$ cat src/rtl/pixel_plotter.sv
// Pixel sink: buffers (x, y, color) pixels, clips them to the visible area and
// turns them into framebuffer write cycles; also sweeps the framebuffer on a clear request.
module pixel_plotter #(
    parameter int WIDTH   = 640,
    parameter int HEIGHT  = 480,
    parameter int ADDR_W  = 19,
    parameter int COLOR_W = 1,
    parameter int DEPTH   = 4
) (
    input  logic               clk,
    input  logic               reset,
    input  logic [10:0]        in_x,
    input  logic [10:0]        in_y,
    input  logic [COLOR_W-1:0] in_color,
    input  logic               in_valid,
    output logic               in_ready,
    input  logic               clear_req,
    input  logic [COLOR_W-1:0] bg_color,
    output logic               wr_en,
    output logic [ADDR_W-1:0]  wr_addr,
    output logic [COLOR_W-1:0] wr_data,
    output logic               clear_done,
    output logic               busy,
    output logic [15:0]        drop_count
);

    localparam int PTR_W     = (DEPTH > 1) ? $clog2(DEPTH) : 1;
    localparam int ENT_W     = 22 + COLOR_W;
    localparam int CLR_TOTAL = WIDTH * HEIGHT;

    localparam logic [PTR_W:0]   FULL_CNT = DEPTH[PTR_W:0];
    localparam logic [PTR_W-1:0] PTR_ONE  = PTR_W'(1);
    localparam logic [PTR_W:0]   CNT_ONE  = (PTR_W + 1)'(1);
    localparam logic [ADDR_W:0]  CLR_N    = CLR_TOTAL[ADDR_W:0];
    localparam logic [ADDR_W:0]  CLR_ONE  = (ADDR_W + 1)'(1);
    localparam logic [10:0]      X_LIM    = WIDTH[10:0];
    localparam logic [10:0]      Y_LIM    = HEIGHT[10:0];
    localparam logic [21:0]      WIDTH_22 = WIDTH[21:0];

    typedef enum logic [1:0] {
        ST_IDLE  = 2'd0,
        ST_DRAW  = 2'd1,
        ST_DRAIN = 2'd2,
        ST_CLEAR = 2'd3
    } state_t;

    state_t state_r;
    state_t state_s;

    logic [ENT_W-1:0]   fifo_mem_r [DEPTH];
    logic [PTR_W-1:0]   wr_ptr_r;
    logic [PTR_W-1:0]   rd_ptr_r;
    logic [PTR_W:0]     fifo_cnt_r;
    logic               fifo_empty_s;
    logic               fifo_full_s;
    logic               push_s;
    logic               pop_s;
    logic [ENT_W-1:0]   head_s;

    logic               s1_valid_r;
    logic [10:0]        s1_x_r;
    logic [10:0]        s1_y_r;
    logic [COLOR_W-1:0] s1_color_r;
    logic               in_range_s;
    logic [ADDR_W-1:0]  pix_addr_s;

    logic [ADDR_W:0]    clr_cnt_r;
    logic [COLOR_W-1:0] bg_r;
    logic               clr_end_s;
    logic               pipe_empty_s;
    logic               ready_en_r;
    logic               in_ready_s;

    logic               wr_en_r;
    logic [ADDR_W-1:0]  wr_addr_r;
    logic [COLOR_W-1:0] wr_data_r;
    logic               clear_done_r;
    logic               busy_r;
    logic [15:0]        drop_count_r;

    // Handshake and FIFO status decode
    always_comb begin
        fifo_empty_s = (fifo_cnt_r == '0);
        fifo_full_s  = (fifo_cnt_r == FULL_CNT);
        // Refuse pixels in the clear_req cycle and the clear_done cycle so a
        // clear is never interleaved with fresh pixels.
        in_ready_s   = ready_en_r && !fifo_full_s && !clear_req && !clear_done_r &&
                       ((state_r == ST_IDLE) || (state_r == ST_DRAW));
        push_s       = in_valid && in_ready_s;
        pop_s        = !fifo_empty_s && ((state_r == ST_DRAW) || (state_r == ST_DRAIN));
        head_s       = fifo_mem_r[rd_ptr_r];
        pipe_empty_s = fifo_empty_s && !s1_valid_r && !wr_en_r;
        clr_end_s    = (clr_cnt_r == CLR_N);
    end

    // Clip test and linear address for the pixel held in S1
    always_comb begin
        in_range_s = (s1_x_r < X_LIM) && (s1_y_r < Y_LIM);
        pix_addr_s = ADDR_W'(({11'd0, s1_y_r} * WIDTH_22) + {11'd0, s1_x_r});
    end

    // Next-state logic
    always_comb begin
        state_s = state_r;
        case (state_r)
            ST_IDLE: begin
                if (clear_req) begin
                    state_s = ST_CLEAR;
                end else if (!fifo_empty_s) begin
                    state_s = ST_DRAW;
                end else begin
                    state_s = ST_IDLE;
                end
            end
            ST_DRAW: begin
                if (clear_req) begin
                    state_s = ST_DRAIN;
                end else if (pipe_empty_s) begin
                    state_s = ST_IDLE;
                end else begin
                    state_s = ST_DRAW;
                end
            end
            ST_DRAIN: begin
                if (pipe_empty_s) begin
                    state_s = ST_CLEAR;
                end else begin
                    state_s = ST_DRAIN;
                end
            end
            ST_CLEAR: begin
                if (clr_end_s) begin
                    state_s = ST_IDLE;
                end else begin
                    state_s = ST_CLEAR;
                end
            end
            default: state_s = ST_IDLE;
        endcase
    end

    // State register, busy flag and post-reset ready enable
    always_ff @(posedge clk or posedge reset) begin
        if (reset) begin
            state_r    <= ST_IDLE;
            busy_r     <= 1'b0;
            ready_en_r <= 1'b0;
        end else begin
            state_r    <= state_s;
            busy_r     <= (state_s != ST_IDLE);
            ready_en_r <= 1'b1;
        end
    end

    // Input FIFO storage and pointers
    always_ff @(posedge clk or posedge reset) begin
        if (reset) begin
            for (int i = 0; i < DEPTH; i++) begin
                fifo_mem_r[i] <= '0;
            end
            wr_ptr_r   <= '0;
            rd_ptr_r   <= '0;
            fifo_cnt_r <= '0;
        end else begin
            if (push_s) begin
                fifo_mem_r[wr_ptr_r] <= {in_color, in_y, in_x};
                wr_ptr_r             <= wr_ptr_r + PTR_ONE;
            end
            if (pop_s) begin
                rd_ptr_r <= rd_ptr_r + PTR_ONE;
            end
            case ({push_s, pop_s})
                2'b10:   fifo_cnt_r <= fifo_cnt_r + CNT_ONE;
                2'b01:   fifo_cnt_r <= fifo_cnt_r - CNT_ONE;
                default: fifo_cnt_r <= fifo_cnt_r;
            endcase
        end
    end

    // Stage S1: holds the popped pixel for one cycle
    always_ff @(posedge clk or posedge reset) begin
        if (reset) begin
            s1_valid_r <= 1'b0;
            s1_x_r     <= 11'd0;
            s1_y_r     <= 11'd0;
            s1_color_r <= '0;
        end else begin
            s1_valid_r <= pop_s;
            if (pop_s) begin
                s1_x_r     <= head_s[10:0];
                s1_y_r     <= head_s[21:11];
                s1_color_r <= head_s[ENT_W-1:22];
            end
        end
    end

    // Clear sweep counter; background color is captured on entry to CLEAR
    always_ff @(posedge clk or posedge reset) begin
        if (reset) begin
            clr_cnt_r <= '0;
            bg_r      <= '0;
        end else if ((state_r != ST_CLEAR) && (state_s == ST_CLEAR)) begin
            clr_cnt_r <= '0;
            bg_r      <= bg_color;
        end else if ((state_r == ST_CLEAR) && !clr_end_s) begin
            clr_cnt_r <= clr_cnt_r + CLR_ONE;
        end else begin
            clr_cnt_r <= clr_cnt_r;
        end
    end

    // Framebuffer write port, clear completion pulse and drop counter
    always_ff @(posedge clk or posedge reset) begin
        if (reset) begin
            wr_en_r      <= 1'b0;
            wr_addr_r    <= '0;
            wr_data_r    <= '0;
            clear_done_r <= 1'b0;
            drop_count_r <= 16'd0;
        end else begin
            clear_done_r <= (state_r == ST_CLEAR) && clr_end_s;
            if ((state_r == ST_CLEAR) && !clr_end_s) begin
                wr_en_r   <= 1'b1;
                wr_addr_r <= clr_cnt_r[ADDR_W-1:0];
                wr_data_r <= bg_r;
            end else if (s1_valid_r && in_range_s) begin
                wr_en_r   <= 1'b1;
                wr_addr_r <= pix_addr_s;
                wr_data_r <= s1_color_r;
            end else begin
                wr_en_r   <= 1'b0;
            end
            if (s1_valid_r && !in_range_s) begin
                drop_count_r <= drop_count_r + 16'd1;
            end
        end
    end

    assign in_ready   = in_ready_s;
    assign wr_en      = wr_en_r;
    assign wr_addr    = wr_addr_r;
    assign wr_data    = wr_data_r;
    assign clear_done = clear_done_r;
    assign busy       = busy_r;
    assign drop_count = drop_count_r;

endmodule

$ cat config.mk
export PLATFORM = sky130hd
export DESIGN_NAME = pixel_plotter
export DESIGN_NICKNAME = d
export VERILOG_FILES = /design/src/rtl/pixel_plotter.sv
export SDC_FILE = /design/constraint.sdc
export NUM_CORES = 1
export LEC_CHECK = 0
export ABC_AREA = 1
export CELL_PAD_IN_SITES_DETAIL_PLACEMENT = 1
export CELL_PAD_IN_SITES_GLOBAL_PLACEMENT = 1
export CORE_MARGIN = 3
export CORE_UTILIZATION = 40
export CTS_CLUSTER_DIAMETER = 100
export CTS_CLUSTER_SIZE = 25
export DETAILED_ROUTE_END_ITERATION = 8
export MAX_ROUTING_LAYER = met4
export PLACE_DENSITY = 0.87
export SETUP_SLACK_MARGIN = 0.15
export SLEW_MARGIN = 20
export SYNTH_ARGS = -nofsm -noshare
export SYNTH_HDL_FRONTEND = slang
export SYNTH_SLANG_ARGS = --single-unit
$ cat constraint.sdc
create_clock -name clk -period 5.6 [get_ports clk]
set_clock_uncertainty 0.1 [all_clocks]
set_input_delay 0.84 -clock clk [delete_from_list [all_inputs] [get_ports clk]]
set_output_delay 0.84 -clock clk [all_outputs]
set_load 0.02 [all_outputs]
* After elaboration in Yosys (flattened, before gate mapping)
Index checks and enable logic that the tools add are counted.
Storage, ports and cells: bits of input ports 28, output and inout port bits 40, register bits 186
Cells by class: equal/unequal tests 9, bitwise gates (word level) 2, add/sub/neg operators 7, multiplexer cells 22, $lt $le $gt $ge 5, reductions and logical operators 31, $mul 1
Operator list (count):
- $bwmux 92 | 1
- $mux 23 | 3
- $bmux 23 s2 | 1
- $demux 23 s2 | 1
- $mux 20 | 2
- $mux 19 | 2
- $add 20x1->20 const B | 1
- $eq 20x19->1 const B | 1
- $add 19x11->19 | 1
- $add 16x1->16 const B | 1
- $logic_and 1x1->1 | 15
- $mul 11x3->12 const B | 1
- $lt 11x10->1 const B | 1
- $lt 11x9->1 const B | 1
- $eq 2x2->1 const B | 4
- $logic_not 1->1 | 8
- $pmux 2 s4 | 1
- $reduce_bool 2->1 | 4
- $mux 1 | 7
- $ge 3x3->1 const B | 2
- $mux 2 | 3
- $not 2->3 | 2
- $pmux 3 s2 | 1
- $add 2x1->2 const B | 2
- 9 further kinds | 11

* Logic depth before layout (Yosys ltp)
Gate-level depths: netlist (run 1).
depth in word-level cells 9, depth in mapped cells 14, depth with buffers taken out 14

* Worst setup path after synthesis (run 1)
OpenSTA, ideal clock, no wires.
path type in2reg, from input clear_req, to register fifo_cnt_r[1], path buffers 1, arrival time 2.587 ns, cell stages on the path 9, library setup time 0.083 ns, slack 2.830 ns, path through inv_1 -> nand3_1 -> nor3_2 -> nand2_2 -> buf_2 -> ha_1 -> inv_1 -> fa_1 -> o21ai_0
On the way: longest elaborated chain between the ends 7
RTL lines:
- start, declared | line 17 | input logic clear_req,
- $logic_not 1->1 * | line 87 | in_ready_s = ready_en_r && !fifo_full_s && !clear_req && !clear_done_r &&
- $logic_and 1x1->1 * (3 in a row) | line 87
- named net in_ready | line 16 | output logic in_ready,
- $logic_and 1x1->1 * | line 89 | push_s = in_valid && in_ready_s;
- $eq 2x1->1 / $eq 2x2->1 (equally long branches) | line 172 | case ({push_s, pop_s})
- $pmux 3 s2 / $reduce_bool 2->1 (equally long branches)
- end signal, assigned | line 173 | 2'b10: fifo_cnt_r <= fifo_cnt_r + CNT_ONE;
- end signal, assigned | line 174 | 2'b01: fifo_cnt_r <= fifo_cnt_r - CNT_ONE;
- end signal, assigned | line 175 | default: fifo_cnt_r <= fifo_cnt_r;
- end, declared | line 53 | logic [PTR_W:0] fifo_cnt_r;
The timed path passes the listed nets; every way through them passes the cells marked *. A chain may end at the register's enable or synchronous reset.

* Worst setup path after layout (run 1)
from input clear_req, to output in_ready
On the way: longest elaborated chain between the ends 4
RTL lines (line):
- $logic_not 1->1 | 87
- $logic_and 1x1->1 (3 in a row) | 87
- end, declared | 16
Every way passes these cells.

==> results of run 1 <==
-- path summary, 6_finish.rpt --
kind / startpoint / slack (ps) / endpoint / depth (start not counted)
setup / recovery: clear_req / 2390 / in_ready / 5
hold / removal: wr_data / 390 / wr_data / 2
setup reg to reg: s1_y_r[1] / 2770 / wr_addr[18] / 12
hold reg to reg: wr_data / 390 / wr_data / 2
max in group asynchronous: reset / 3720 / fifo_mem_r[30] / 4
min in group asynchronous: reset / 710 / drop_count[9] / 3
-- cells by family (layout without fill, tap and decap cells) --
family | after synthesis | after routing | share of synthesized area
DFF | 186 | 186 | 0.492
adders and majority gates | 37 | 37 | 0.0513
other | 1 | 1 | 0.000396
buffers and inverters | 169 | 231 | 0.0726
and+or+nand+nor | 489 | 489 | 0.219
AOI/OAI and AO/OA | 239 | 239 | 0.133
xor gates and xnor gates | 35 | 35 | 0.0324
-- worst max-delay path, delay by kind of cell --
family	cells	cell delay, ps
buffers and inverters	3	1170
and+or+nand+nor	2	250
-- cell usage in the layout, fill, tap and decap left out, drive strengths merged, types with 27 or more instances in the layout --
cell type	netlist	layout
a21oi	55	55
nand3	38	38
dfrtp	186	186
clkdlybuf4s50	0	67
xor2	27	27
ha	34	34
nand2	316	316
o21ai	149	149
inv	122	127
nor2	98	98
-- per-stage QoR --
| step | total power [mW] | instances |
|---|---|---|
| 2_1_floorplan | 4.43 | 1156 |
| 3_3_place_gp | 5.21 | 1498 |
| 3_5_place_dp | 5.41 | 1498 |
| 4_1_cts | 6.67 | 1530 |
| 5_1_grt | 7.21 | 1531 |
| 6_report | 6.62 | 1531 |
-- power groups by stage --
stage / Sequential, mW / Clock [mW] / Combinational [mW]
finish: 2.15 / 1.20 / 3.27
global route: 2.21 / 1.28 / 3.73
CTS: 2.15 / 1.23 / 3.29
detailed placement: 2.17 / 0 / 3.24
global placement: 2.14 / 0 / 3.07
floorplan: 2.16 / 0 / 2.28
-- cell type report --
cell class,count,area share
flip-flops and latches,186,0.424
multi-input cells,801,0.375
repair buffers,76,0.0701
inverters,123,0.0426
clock buffers,17,0.0387
well taps,313,0.0356
clock inverters,15,0.0145
-- metal layers --
| metal | vias to the layer above | global-route usage | part of all wire |
|---|---|---|---|
| met5 | - | - | 0 |
| met4 | 0 | 0.0426 | 0.0090 |
| met3 | 23 | 0.0350 | 0.031 |
| met2 | 117 | 0.365 | 0.51 |
| met1 | 4069 | 0.265 | 0.45 |
| li1 | 3817 | - | - |
-- flip-flops by register name, indices dropped and copies added (netlist names) --
signal,cells
wr_ptr_r,2
s1_color_r,1
fifo_mem_r,92
busy,1
wr_data,1
fifo_cnt_r,3
clr_cnt_r,20
clear_done,1
s1_y_r,11
state_r,2
wr_addr,19
ready_en_r,1
s1_x_r,11
drop_count,16
bg_r,1
s1_valid_r,1
rd_ptr_r,2
wr_en,1
==> results.ini, run 1 <==
[status]
outcome=completed

[sta]
timing.final.crit_share=0.572
setup_ws_ps=2390
post-route-min-period_ps=3210
maxSlewViolCount=0
report.final.hold_viol_count=0
tightestPinTransition_ps=995
maxClockFrequency_mhz=312
setup_total_negative_slack_ps=0
fin_worst_hold_slack_ps=391
setup_viol_count_final=0
worst_slew_margin_rel=0.335
grt_setup_unrepaired=no

[final_layout]
final_area_um2=11000
sequential_cell_area_um2=4650
postLayoutCoreUtil=0.479
multi_input_area_um2=4120
antenna_cells_inserted=0
fillers=2792
syn_to_final_growth_pct=16.1
nets=1270
drive_above_1_share=0.0616

[placed_design]
dp_slack_ps=2170
post_dp_cell_area_um2=10400
gpl.final_weighted_congestion=0.832
io_buffer_count=67
detailed_place_hpwl_um=17200

[clock_network]
postCtsResizedCells=0
insertion_delay_ps=440
post-cts-setup-buffer-count=0
cts.sinks=186
number_of_buffers_added_by_the_clock_tree_synthesis_step=17
cts-htree-levels=4
cts_hold_buffers=0
cts_tree=done
cts.reportedPaths.clkPinSlew_ps=80
clock-root-buffer=clkbuf_16
clock_tree.buffer_depth=2

[die]
design.portCount=68
floorplan.rows=55
die-height_um=160
die_outline_area_um2=25500
core_box_area_um2=22900
initial_core_util=0.413
die_w_um=160

[setup_path]
cp.required_ps=4660
crit_path_max_fanout=3
critical-path-max-stage-delay_ps=640
end_kind=output port
worstPathArrival_ps=2270
critical_path_class=primary input to output port
critical-path-top-cell-by-count=clkdlybuf4s50_1
slowest_cp_cell=clkdlybuf4s50_1
ordered_list_of_cells_on_the_worst_path=clkdlybuf4s50_1 > inv_1 > nand3_1 > nor3_2 > clkdlybuf4s50_1
setup.worst_path.start_class=primary input

[synth]
synth_top_area_frac=0.492
synth.net_count=1221
synth_warnings=0
synthesis.instances=1156
synth-edff-count=0
synth.avg_cell_area_um2=8.18
ys_ff_latch=186
synth_area_leader_cell=dfrtp_1
synth_seq_area_share=0.492
post_synth_instance_area_um2=9460
synth-async-reset-ratio=1.00
synth_top_cells_by_area=dfrtp_1, nand2_1, o21ai_0
post-synth-top-count-cell=nand2_1
number_of_distinct_standard_cells_referenced_by_the_synthesized_netlist=36
synth_ff_type=dfrtp_1
synthTopCellsByCount=nand2_1, dfrtp_1, o21ai_0

[min_path]
timing.hold.worst.class=flop to flop

[drt]
drc=0
detail_route.iter0.violations=337
routed_vias=8026
drt_first_pass_iters=5
wirelength_um=25800
drt.antenna.violating_nets=0
average_vias_per_placed_instance=5.24
wl_per_cell_um=16.9

[power_and_ir_drop]
cell_internal_pwr_mw=3.58
net-switching-power_mw=3.04
power_density_nw_per_um2=603
sequential_fraction_of_design_power=0.325
share_comb_of_total_power=0.494
clock_power_share=0.181
power.switching_fraction=0.459
vdd_drop_max_mv=0.331
leakage_nw=5.14

[global_route]
overall_global_routing_usage=0.212
globalRouteOverflowTotal=0
grt_pass1_vias=8543
grt_first_pass_wirelength_um=43100
antenna_found_initial=0
largest_net_degree_at_the_start_of_global_routing=187

[job]
cap_violations=0

Note: power is estimated with default switching activity, not from simulation.
==> run 2: changes to the inputs <==
==> constraint.sdc (replaced) <==
create_clock -name clk -period 2.6 [get_ports clk]
set_clock_uncertainty 0.1 [all_clocks]
set_input_delay 0.39 -clock clk [delete_from_list [all_inputs] [get_ports clk]]
set_output_delay 0.39 -clock clk [all_outputs]
set_load 0.02 [all_outputs]
==> run 2 against run 1 <==
Effect of this change:
- setup slack got worse by 2200 ps
- routed wire length increased by 5.3%
- clock power increased by 110%
- via count increased by 2.0%
- clock-buffer cell count unchanged
- critical path type is now flop to flop
- sequential power increased by 120%
- register-to-register slack got worse by 2600 ps
==> results.ini, run 2 (synthesis gave the netlist of run 1 again) <==
[status]
outcome=completed

[setup_path]
crit_path_max_fanout=3
end_kind=flop
cp.required_ps=2830
worstPathArrival_ps=2670
worst-r2r-setup-slack_ps=160
setup.worst_path.start_class=flop
critical_path_class=flop to flop
worstSetupStartpoint=s1_y_r[1]
r2r_start=s1_y_r[1]

[drt]
routed_vias=8183
average_vias_per_placed_instance=5.25
detail_route.iter0.violations=417
drc=0
drt.antenna.violating_nets=0
drt_first_pass_iters=5
wirelength_um=27200
wl_per_cell_um=17.5

[final_layout]
largest_register_ff_count=92
syn_to_final_growth_pct=20.0
drive_above_1_share=0.104
antenna_cells_inserted=0
registers.top_by_ff_count=fifo_mem_r
nets=1297
final_cell_mix=nand2_1, dfrtp_1, o21ai_0
final-instance-count-excl-fill=1558
most_common_cell_after_layout_fill_and_taps_aside=nand2_1

[clock_network]
cts.sinks=186
clock_tree.buffer_depth=2
clock-root-buffer=clkbuf_16
cts.reportedPaths.clkPinSlew_ps=70
cts_tree=done
insertion_delay_ps=440
cts_hold_buffers=0
number_of_buffers_added_by_the_clock_tree_synthesis_step=17
cts-htree-levels=4

[die]
die_w_um=160
die-height_um=160
initial_core_util=0.413
core_box_area_um2=22900
design.portCount=68
floorplan.rows=55
die_outline_area_um2=25500

[sta]
tightestPinTransition_ps=929
fin_worst_hold_slack_ps=235
setup_total_negative_slack_ps=0
grt_setup_unrepaired=yes
timing.final.crit_share=0.939
maxClockFrequency_mhz=410
post-route-min-period_ps=2440
setup_viol_count_final=0
report.final.hold_viol_count=0
maxSlewViolCount=0
worst_slew_margin_rel=0.380

[global_route]
grt_pass1_vias=8653
grt_first_pass_wirelength_um=44600
antenna_found_initial=0
overall_global_routing_usage=0.220
globalRouteOverflowTotal=0
largest_net_degree_at_the_start_of_global_routing=76

[placed_design]
dp_cells=1521
gpl.final_weighted_congestion=0.849
detailed_place_hpwl_um=18200
io_buffer_count=67

[power_and_ir_drop]
vdd_drop_max_mv=0.632
power_density_nw_per_um2=1360
leakage_nw=5.29

[job]
cap_violations=0

[min_path]
timing.hold.worst.class=primary input to async pin

[run 2: cell types whose count changed in the layout (fill, tap and decap cells not counted), sizes merged]
cell	change
buf	+27
clkdlybuf4s50	-1
dlygate4sd2	+1
[run 2: final cells by class]
type	instances	area, um^2
Fill cell	2727	11600
Sequential cell	186	4660
Multi-Input combinational cell	801	4280
Timing Repair Buffer	103	1000
Inverter	123	468
Clock buffer	17	425
Tap cell	313	392
Clock inverter	15	136
[run 2: worst max-delay path: stages (launching register included)]
cell     delay (ps)
dfrtp_1         420
ha_4            260
ha_4            160
fa_2            550
nand2_1          70
inv_1            70
nand3_2          80
a21oi_2         170
nand3_2         120
nor2_4          130
nand2_1          70
nand3_1          70
nand3_1          60
[run 2: power breakdown]
part | total (mW) | switching [mW] | internal [mW]
sequential | 4.67 | 0.704 | 3.96
combinational | 8.18 | 5.14 | 3.03
clock | 2.54 | 1.28 | 1.26
total | 15.4 | 7.13 | 8.26
[run 2: path summary, 6_finish.rpt]
| check | cells past startpoint | endpoint |
|---|---|---|
| setup / recovery | 12 | wr_addr[16] |
| hold / removal | 2 | s1_y_r[4] |
| setup reg to reg | 12 | wr_addr[16] |
| hold reg to reg | 2 | wr_addr[5] |
| max in group asynchronous | 3 | fifo_mem_r[76] |
| min in group clk | 2 | wr_addr[5] |
[run 2: timing repair]
item,CTS,global route
pin swaps,9,11
hold endpoints to repair,0,0
resized for setup,12,21
buffers inserted,3,2
endpoints found under the setup margin,6,8
[run 2: layer usage]
| metal | part of all wire | global-route usage | vias up | routed length [um] |
|---|---|---|---|---|
| met5 | 0 | - | - | 0 |
| met4 | 0.016 | 0.0639 | 0 | 440 |
| met3 | 0.031 | 0.0353 | 40 | 855 |
| met2 | 0.51 | 0.376 | 128 | 13900 |
| met1 | 0.44 | 0.271 | 4131 | 12100 |
| li1 | - | - | 3884 | - |
[run 2: per-stage QoR]
stage / setup slack, ps / instance area (um^2) / utilization / total power, mW
2_1_floorplan: -283 / 9480 / - / 9.58
3_3_place_gp: 78.7 / 10600 / 0.463 / 11.5
3_5_place_dp: -62.7 / 10600 / 0.463 / 11.9
4_1_cts: 56.6 / 11200 / 0.491 / 14.8
5_1_grt: 37.0 / 11400 / 0.495 / 16.7
6_report: 158 / 11400 / 0.495 / 15.4
==> run 3: changes to the inputs <==
--- a/config.mk
+++ b/config.mk
@@ -14,7 +14,7 @@
 export CTS_CLUSTER_SIZE = 25
 export DETAILED_ROUTE_END_ITERATION = 8
 export MAX_ROUTING_LAYER = met4
-export PLACE_DENSITY = 0.87
+export PLACE_DENSITY_LB_ADDON = 0.1
 export SETUP_SLACK_MARGIN = 0.15
 export SLEW_MARGIN = 20
 export SYNTH_ARGS = -nofsm -noshare
==> run 3 against run 2 <==
Effect of this change:
- via count decreased by 2.6%
- clock-buffer cell count rose by 2
- largest power group unchanged
- critical endpoint unchanged
- final area increased by 0.74%
- sequential cell count unchanged
- largest cell class unchanged
==> results.ini, run 3 (synthesis gave the netlist of run 1 again) <==
[sta]
maxClockFrequency_mhz=398
grt_setup_unrepaired=yes
setup_ws_ps=85.1
maxSlewViolCount=0
report.final.hold_viol_count=0
setup_total_negative_slack_ps=0
setup_viol_count_final=0
fin_worst_hold_slack_ps=331
worst_slew_margin_rel=0.504
tightestPinTransition_ps=743
post-route-min-period_ps=2510
timing.final.crit_share=0.967

[final_layout]
multi_input_area_um2=4310
final_cell_mix=nand2_1, dfrtp_1, o21ai_0
registers.top_by_ff_count=fifo_mem_r
drive_above_1_share=0.106
largest_register_ff_count=92
antenna_cells_inserted=0
final-instance-count-excl-fill=1558
fillers=2751
nets=1297
sequential_cell_area_um2=4660
syn_to_final_growth_pct=20.9
most_common_cell_after_layout_fill_and_taps_aside=nand2_1

[placed_design]
io_buffer_count=67
dp_slack_ps=-74.1
gpl.final_weighted_congestion=0.791
detailed_place_hpwl_um=17700
dp_cells=1519

[drt]
drt.antenna.violating_nets=0
wl_per_cell_um=16.8
detail_route.iter0.violations=346
drc=0
drt_first_pass_iters=4
wirelength_um=26200
routed_vias=7969
average_vias_per_placed_instance=5.11

[global_route]
grt_pass1_vias=8388
grt_first_pass_wirelength_um=44000
overall_global_routing_usage=0.217
antenna_found_initial=0
largest_net_degree_at_the_start_of_global_routing=86
globalRouteOverflowTotal=0

[setup_path]
end_kind=flop
worst-r2r-setup-slack_ps=90
critical-path-top-cell-by-count=nand3_2
regToRegEndpoint=wr_addr[16]
r2r_start=s1_y_r[1]
crit_path_max_fanout=3
worstPathArrival_ps=2730
worstRegToRegCells=12
setup.worst_path.start_class=flop
critical_path.top_delay_family=adder cells
cp.required_ps=2820
critical_path_class=flop to flop
ordered_list_of_cells_on_the_worst_path=ha_4 > ha_4 > fa_2 > nand2_1 > inv_1 > nand3_2 > a21oi_2 > nand3_2 > nor2_4 > nand2_1 > nand3_2 > nand3_1
critical-path-max-stage-delay_ps=560
slowest_cp_cell=fa_2
critPathBufInv=1

[die]
floorplan.rows=55
die-height_um=160
die_outline_area_um2=25500
core_box_area_um2=22900
initial_core_util=0.413
design.portCount=68
die_w_um=160

[power_and_ir_drop]
power.switching_fraction=0.456
clock_power_share=0.167
power_density_nw_per_um2=1350
cell_internal_pwr_mw=8.41
share_comb_of_total_power=0.535
power.total_mw=15.5
vdd_drop_max_mv=0.698
sequential_fraction_of_design_power=0.298
leakage_nw=5.31
net-switching-power_mw=7.04

[status]
outcome=completed

[clock_network]
cts_tree=done
clock-root-buffer=clkbuf_16
cts.sinks=186
cts-htree-levels=4
number_of_buffers_added_by_the_clock_tree_synthesis_step=17
insertion_delay_ps=440
cts.reportedPaths.clkPinSlew_ps=70
clock_tree.buffer_depth=2

[min_path]
timing.hold.worst.class=primary input to async pin

[job]
cap_violations=0

## run 3: cell types whose count changed in the layout (fill, tap and decap cells not counted), moves of 2 or more
cell        before  now
clkinv_2         3    1
nand3_2          4    7
ha_4             5    7
nand3_1         34   31
clkinv_4         1    3
buf_4           31   28
buf_12           5    8
ha_1            27   25
clkinvlp_4       4    2
## run 3: worst max-delay path by stage
stage,from,to,slack [ps],cells after the start
after detailed placement,s1_y_r[1],wr_addr[18],-70,12
final,s1_y_r[1],wr_addr[16],90,12
after floorplan,reset,bg_r,-280,1
after global routing,s1_y_r[1],wr_addr[18],-40,13
after CTS,s1_y_r[3],wr_addr[16],90,12
after global placement,s1_y_r[1],wr_addr[18],50,12
## run 3: stage by stage
step	instance area (um^2)	utilization
2_1_floorplan	9480	-
3_3_place_gp	10600	0.464
3_5_place_dp	10600	0.464
4_1_cts	11300	0.492
5_1_grt	11400	0.499
6_report	11400	0.499
## run 3: cell type report
class	instances	area share
Sequential cell	186	0.407
Multi-Input combinational cell	801	0.377
Timing Repair Buffer	103	0.0909
Inverter	123	0.0409
Clock buffer	19	0.0387
Tap cell	313	0.0342
Clock inverter	13	0.0113
## run 3: power groups by stage
stage	clock network (mW)	registers, mW	logic, mW
3_3_place_gp	0	4.60	7.11
3_5_place_dp	0	4.64	7.31
6_report	2.57	4.60	8.27
2_1_floorplan	0	4.64	4.94
5_1_grt	2.78	4.74	9.35
4_1_cts	2.65	4.58	7.65
## run 3: worst register-to-register path: cells and delay by family, from the launching register on
kind	cells	cell delay, ps
and+or+nand+nor	7	630
buffers and inverters	1	60
adders and majority gates	3	990
DFF	1	420
AOI/OAI and AO/OA	1	200
## run 3: repair_timing
| item | in CTS | in global routing |
|---|---|---|
| setup endpoints to repair | 6 | 8 |
| setup buffers | 5 | 2 |
| pin swaps | 10 | 10 |
| hold buffers | 0 | 0 |
| resized for setup | 12 | 27 |
## run 3: per-layer routing
layer  wire length [um]  GRT usage  vias to the layer above
li1                   -          -                     3876
met5                  0          -                        -
met4                327     0.0485                        0
met2              12700      0.357                       97
met1              12600      0.290                     3970
met3                610     0.0283                       26
==> edit 1, RTL diff (settings of run 1) <==
The 4 states of `state_t` get a one-hot encoding in 4 bits.
--- a/src/rtl/pixel_plotter.sv
+++ b/src/rtl/pixel_plotter.sv
@@ -37,11 +37,11 @@
     localparam logic [10:0]      Y_LIM    = HEIGHT[10:0];
     localparam logic [21:0]      WIDTH_22 = WIDTH[21:0];
 
-    typedef enum logic [1:0] {
-        ST_IDLE  = 2'd0,
-        ST_DRAW  = 2'd1,
-        ST_DRAIN = 2'd2,
-        ST_CLEAR = 2'd3
+    typedef enum logic [3:0] {
+        ST_IDLE  = 4'b0001,
+        ST_DRAW  = 4'b0010,
+        ST_DRAIN = 4'b0100,
+        ST_CLEAR = 4'b1000
     } state_t;
 
     state_t state_r;
Behaviour: no difference found for any inputs over 4 cycles, from zero or initial values and one cycle with reset high; so few cycles prove little.
==> edit 1 against run 1 <==
Register-to-register slack worse by 190 ps; routed wire length increased by 8.5%; combinational power fell by 7.0%; die area rose by 1.3%; cell area up 1.7%; fmax fell by 5.3%; worst setup slack got worse by 180 ps; area after synthesis rose by 1.4%; worst hold slack worse by 3.3 ps; power down 0.72%; sequential cell count grew 2; largest cell class unchanged; highest routed layer unchanged.
==> edit 1: results (changes against run 1) <==
metric	value	unit	change
status	finished clean		
H-tree depth	4		unchanged
post-CTS setup buffer count	0		unchanged
Final HPWL DP	17.9	mm	+4.4%
Inserted Clock Buffers	17		unchanged
port bufs	67		unchanged
final net count	1274		+0.31%
layout cell share with drive strength beyond 1	4.65	%	-1.5 points
Biggest register	fifo_mem_r		
GRT Resource Usage Total	22.8	%	+1.6 points
Largest register FFs	92		unchanged
TNS Setup	0	ps	unchanged
Slew @ Worst Pin	1140	ps	+141 ps
Pint	3.53	mW	-1.4%
Worst-Skew Late Latency	470	ps	+30 ps
Compound-Gate Fraction of Synth Area	14.7	%	+1.4 points
initial antenna violation count	0		unchanged
worst min path class	reg -> reg		
Worst VDD drop	0.221	mV	-33%
commonest cells in the synthesized netlist	nand2_1, dfrtp_1, inv_1		
main area contributors after synthesis	dfrtp_1, nand2_1, o21ai_0, inv_1, ha_1		
RePlAce Congestion	0.847		+1.7%
Critical Path AT	2440	ps	+170 ps
xor and xnor area share after synthesis	3.29	%	+0.048 points
vias in the first global route	8748		+2.4%
YS warnings	0		unchanged
Max FO, Critical Path	4		+1
leakage	5.26	nW	+2.2%
DR vias/cell	5.37		+2.5%
clk slew on worst S/H paths	80	ps	about the same
Cell Area, Placed	10500	um2	+0.98%
Distinct cells, synth	39		+8.3%
Initial DRC Count	511		+52%
CTS-repair resized insts	0		unchanged
Adder-Cell Fraction of Synth Area	4.41	%	-0.72 points
sequential share of the synthesized area	49.1	%	-0.13 points
asr flop ratio synth	100	%	unchanged
first-pass GRT wire length	46.2	mm	+7.0%
largest family of logic cells by synthesized area	simple AND/OR/NAND/NOR gates		
post-synthesis mux area share	0	%	unchanged
syn nets	1233		+0.98%
final wirelength	28.0	mm	+8.5%
Antenna Cells	0		unchanged
Clock Tree Buf Depth	2		unchanged
CTS root buffer	clkbuf_16		
largest net degree at the start of global routing	189		+1.1%
DR pass1 iterations	5		unchanged
-- edit 1: changes by cell type in the layout (fill, tap and decap cells not counted), moves of 12 or more --
| cell | delta |
|---|---|
| o21ai_1 | +43 |
| nor2_2 | -13 |
| nor3_1 | +12 |
| inv_1 | +16 |
| o21ai_0 | -32 |
| nor2_1 | -15 |
| nand3_1 | +16 |
| nand2_1 | -20 |
-- edit 1: power by group through the flow --
| stage | Sequential (mW) | Combinational (mW) | Clock [mW] |
|---|---|---|---|
| after floorplan | 2.14 | 2.08 | 0 |
| after global placement | 2.16 | 2.79 | 0 |
| after detailed placement | 2.18 | 2.98 | 0 |
| after CTS | 2.17 | 3.05 | 1.38 |
| after global routing | 2.22 | 3.44 | 1.44 |
| final | 2.17 | 3.04 | 1.36 |
-- edit 1: worst max-delay path, stage by stage --
cell	delay [ps]
clkdlybuf4s50_1	490
nor2_1	230
nand3_2	130
nor2_4	130
clkdlybuf4s50_1	630
-- edit 1: layout make-up --
type,instances,area [um2]
Clock buffer,17,425
Timing Repair Buffer,72,741
Multi-Input combinational cell,796,4130
Tap cell,319,399
Fill cell,2849,12400
Inverter,139,526
Clock inverter,15,240
Sequential cell,188,4710
-- edit 1: cells by family (layout without fill, tap and decap cells) --
group                      Yosys count  after routing
and+or+nand+nor                    464            464
AOI/OAI and AO/OA                  263            263
buffers and inverters              189            243
DFF                                188            188
xor gates and xnor gates            36             36
adders and majority gates           32             32
other                                1              1
-- edit 1: path summary, 6_finish.rpt --
kind / slack [ps] / startpoint / to / depth (start not counted)
worst max-delay path: 2220 / clear_req / in_ready / 5
worst min-delay path: 390 / wr_data / wr_data / 2
worst max register to register: 2580 / state_r[2] / fifo_cnt_r[2] / 14
worst min register to register: 390 / wr_data / wr_data / 2
max in group asynchronous: 3750 / reset / s1_x_r[2] / 4
min in group asynchronous: 730 / reset / fifo_mem_r[60] / 3
-- edit 1: through the flow --
stage	power, mW	cells	worst slack, ps	util, %
after global routing	7.10	1546	2120	47.4
after detailed placement	5.16	1513	2030	44.5
final	6.57	1546	2220	47.4
after global placement	4.94	1513	2130	44.5
after CTS	6.60	1545	2220	47.3
after floorplan	4.21	1173	2240	-
-- edit 1: layer usage --
layer	up-vias	wire (um)	global-route usage (%)
met1	4190	12700	29.4
met5	-	0	-
met4	0	488	6.61
met3	46	920	2.91
met2	156	13900	38.0
li1	3917	-	-
==> edit 2, RTL diff (settings of run 1) <==
Made on the original files. Set the parameter `HEIGHT` to 360 (it was 480).
--- a/src/rtl/pixel_plotter.sv
+++ b/src/rtl/pixel_plotter.sv
@@ -2,7 +2,7 @@
 // turns them into framebuffer write cycles; also sweeps the framebuffer on a clear request.
 module pixel_plotter #(
     parameter int WIDTH   = 640,
-    parameter int HEIGHT  = 480,
+    parameter int HEIGHT  = 360,
     parameter int ADDR_W  = 19,
     parameter int COLOR_W = 1,
     parameter int DEPTH   = 4
Function: changed (Yosys sat finds a counterexample within 10 cycles, from zero or initial values and one cycle with reset high).
==> edit 2 against run 1 <==
Area after synthesis is 1.5% higher; count of clock-buffer cells in the layout is 1 higher; register-to-register slack worse by 310 ps; power is 1.0% higher; cell area is 1.3% higher; combinational power hardly changed; sequential cell count stayed put; clock power is 7% higher; sequential share of layout area is 0.56 points lower; routed wire length is 3.9% higher; worst setup slack worse by 140 ps; synthesized cell count is 2.4% higher.
==> edit 2: results (changes against run 1) <==
metric	value	unit	change
status	finished clean		
main area contributors after synthesis	dfrtp_1, nand2_1, o21ai_0, inv_1, ha_1		
GRT Resource Usage Total	21.9	%	+0.78 points
met2 wire length	13.5	mm	+2.2%
met3 WL	825	um	+3.3%
DR pass1 iterations	5		unchanged
Inserted Clock Buffers	17		unchanged
layout cell share with drive strength beyond 1	5.31	%	-0.85 points
CTS-repair resized insts	0		unchanged
M1 WL	12.0	mm	+3.8%
commonest cells in the synthesized netlist	nand2_1, dfrtp_1, o21ai_0		
Slew @ Worst Pin	990	ps	-5.65 ps
DP Worst Slack	1820	ps	-353 ps
Final HPWL DP	17.4	mm	+1.5%
grt met1 use	27.5	%	+1.0 points
Psw	3.05	mW	+0.19%
YS warnings	0		unchanged
Clock Tree Buf Depth	2		unchanged
cell family with most CP delay	simple AND/OR/NAND/NOR gates		
sequential share of the synthesized area	48.5	%	-0.72 points
commonest non-fill, non-tap cell in the layout	nand2_1		
asr flop ratio synth	100	%	unchanged
first-pass GRT wire length	44.8	mm	+3.9%
total global routing overflow	0		unchanged
RePlAce Congestion	0.786		-5.6%
DR top layer	met4		
Cell Area, Placed	10500	um2	+1.0%
DR vias/cell	5.26		+0.30%
Biggest register	fifo_mem_r		
final net count	1295		+2.0%
Worst VDD drop	0.312	mV	-5.8%
Synth Flop Type	dfrtp_1		
worst min path class	reg -> reg		
M3 GR Usage	3.59	%	+0.083 points
Initial DRC Count	424		+26%
Distinct cells, synth	38		+5.6%
port bufs	67		unchanged
largest net degree at the start of global routing	187		unchanged
FILL cells	2877		+3.0%
leakage	5.25	nW	+2.1%
GR met2 Demand/Resource	36.7	%	+0.23 points
CTS root buffer	clkbuf_16		
vias in the first global route	8744		+2.4%
Worst path max stage delay	740	ps	+100 ps
Slowest-stage cell, CP	nor2_4		
post-route ant nets	0		unchanged
Antenna Cells	0		unchanged
syn nets	1249		+2.3%
H-tree depth	4		unchanged
CTS Hold Bufs	0		unchanged
Worst-Skew Late Latency	440	ps	about the same
initial antenna violation count	0		unchanged
final wirelength	26.8	mm	+3.9%
Max FO, Critical Path	46		+43
Critical Path AT	3520	ps	+1250 ps
==> edit 2: cell count changes after synthesis, moves of 3 or more <==
cell	delta
nand2_1	+10
nor2_2	-9
nand3_1	+5
inv_1	+8
buf_6	+3
nor2_1	+8
==> edit 2: final timing paths <==
path	end	slack, ps	cells after the start	startpoint
max	fifo_mem_r[46]	2250	8	clear_req
min	fifo_mem_r[89]	400	2	fifo_mem_r[89]
max reg2reg	fifo_mem_r[46]	2460	8	state_r[1]
min reg2reg	fifo_mem_r[89]	400	2	fifo_mem_r[89]
max in group asynchronous	wr_ptr_r[1]	3730	4	reset
min in group asynchronous	drop_count[2]	720	3	reset
==> edit 2: final cells by class <==
type                    count  share of cell area, %
clock buffers              18                   3.94
clock inverters            14                   1.60
repair buffers             75                   6.85
well taps                 319                   3.58
inverters                 132                   4.51
multi-input cells         818                   37.7
flip-flops and latches    186                   41.8
==> edit 2: through the flow <==
step	cells	util (%)
after floorplan	1184	-
after global placement	1529	44.5
after detailed placement	1529	44.5
after CTS	1561	47.2
after global routing	1562	47.3
final	1562	47.3
==> edit 2: cell families (layout without fill, tap and decap cells) <==
logic type | after synthesis | in the layout | synth area share (%)
other | 1 | 1 | 0.0391
AND/OR/NAND/NOR | 500 | 500 | 21.8
AO/OA/AOI/OAI | 244 | 244 | 13.5
XOR/XNOR | 36 | 36 | 3.28
adder cells (fa/ha/maj) | 37 | 37 | 5.06
flip-flops | 186 | 186 | 48.5
buffers and inverters | 180 | 239 | 7.83
==> edit 2: power by group through the flow <==
stage	Combinational, mW	Sequential [mW]	Clock [mW]
after floorplan	2.31	2.13	0
after detailed placement	3.22	2.15	0
final	3.27	2.14	1.28
after CTS	3.29	2.14	1.30
after global routing	3.75	2.20	1.36
after global placement	3.07	2.12	0
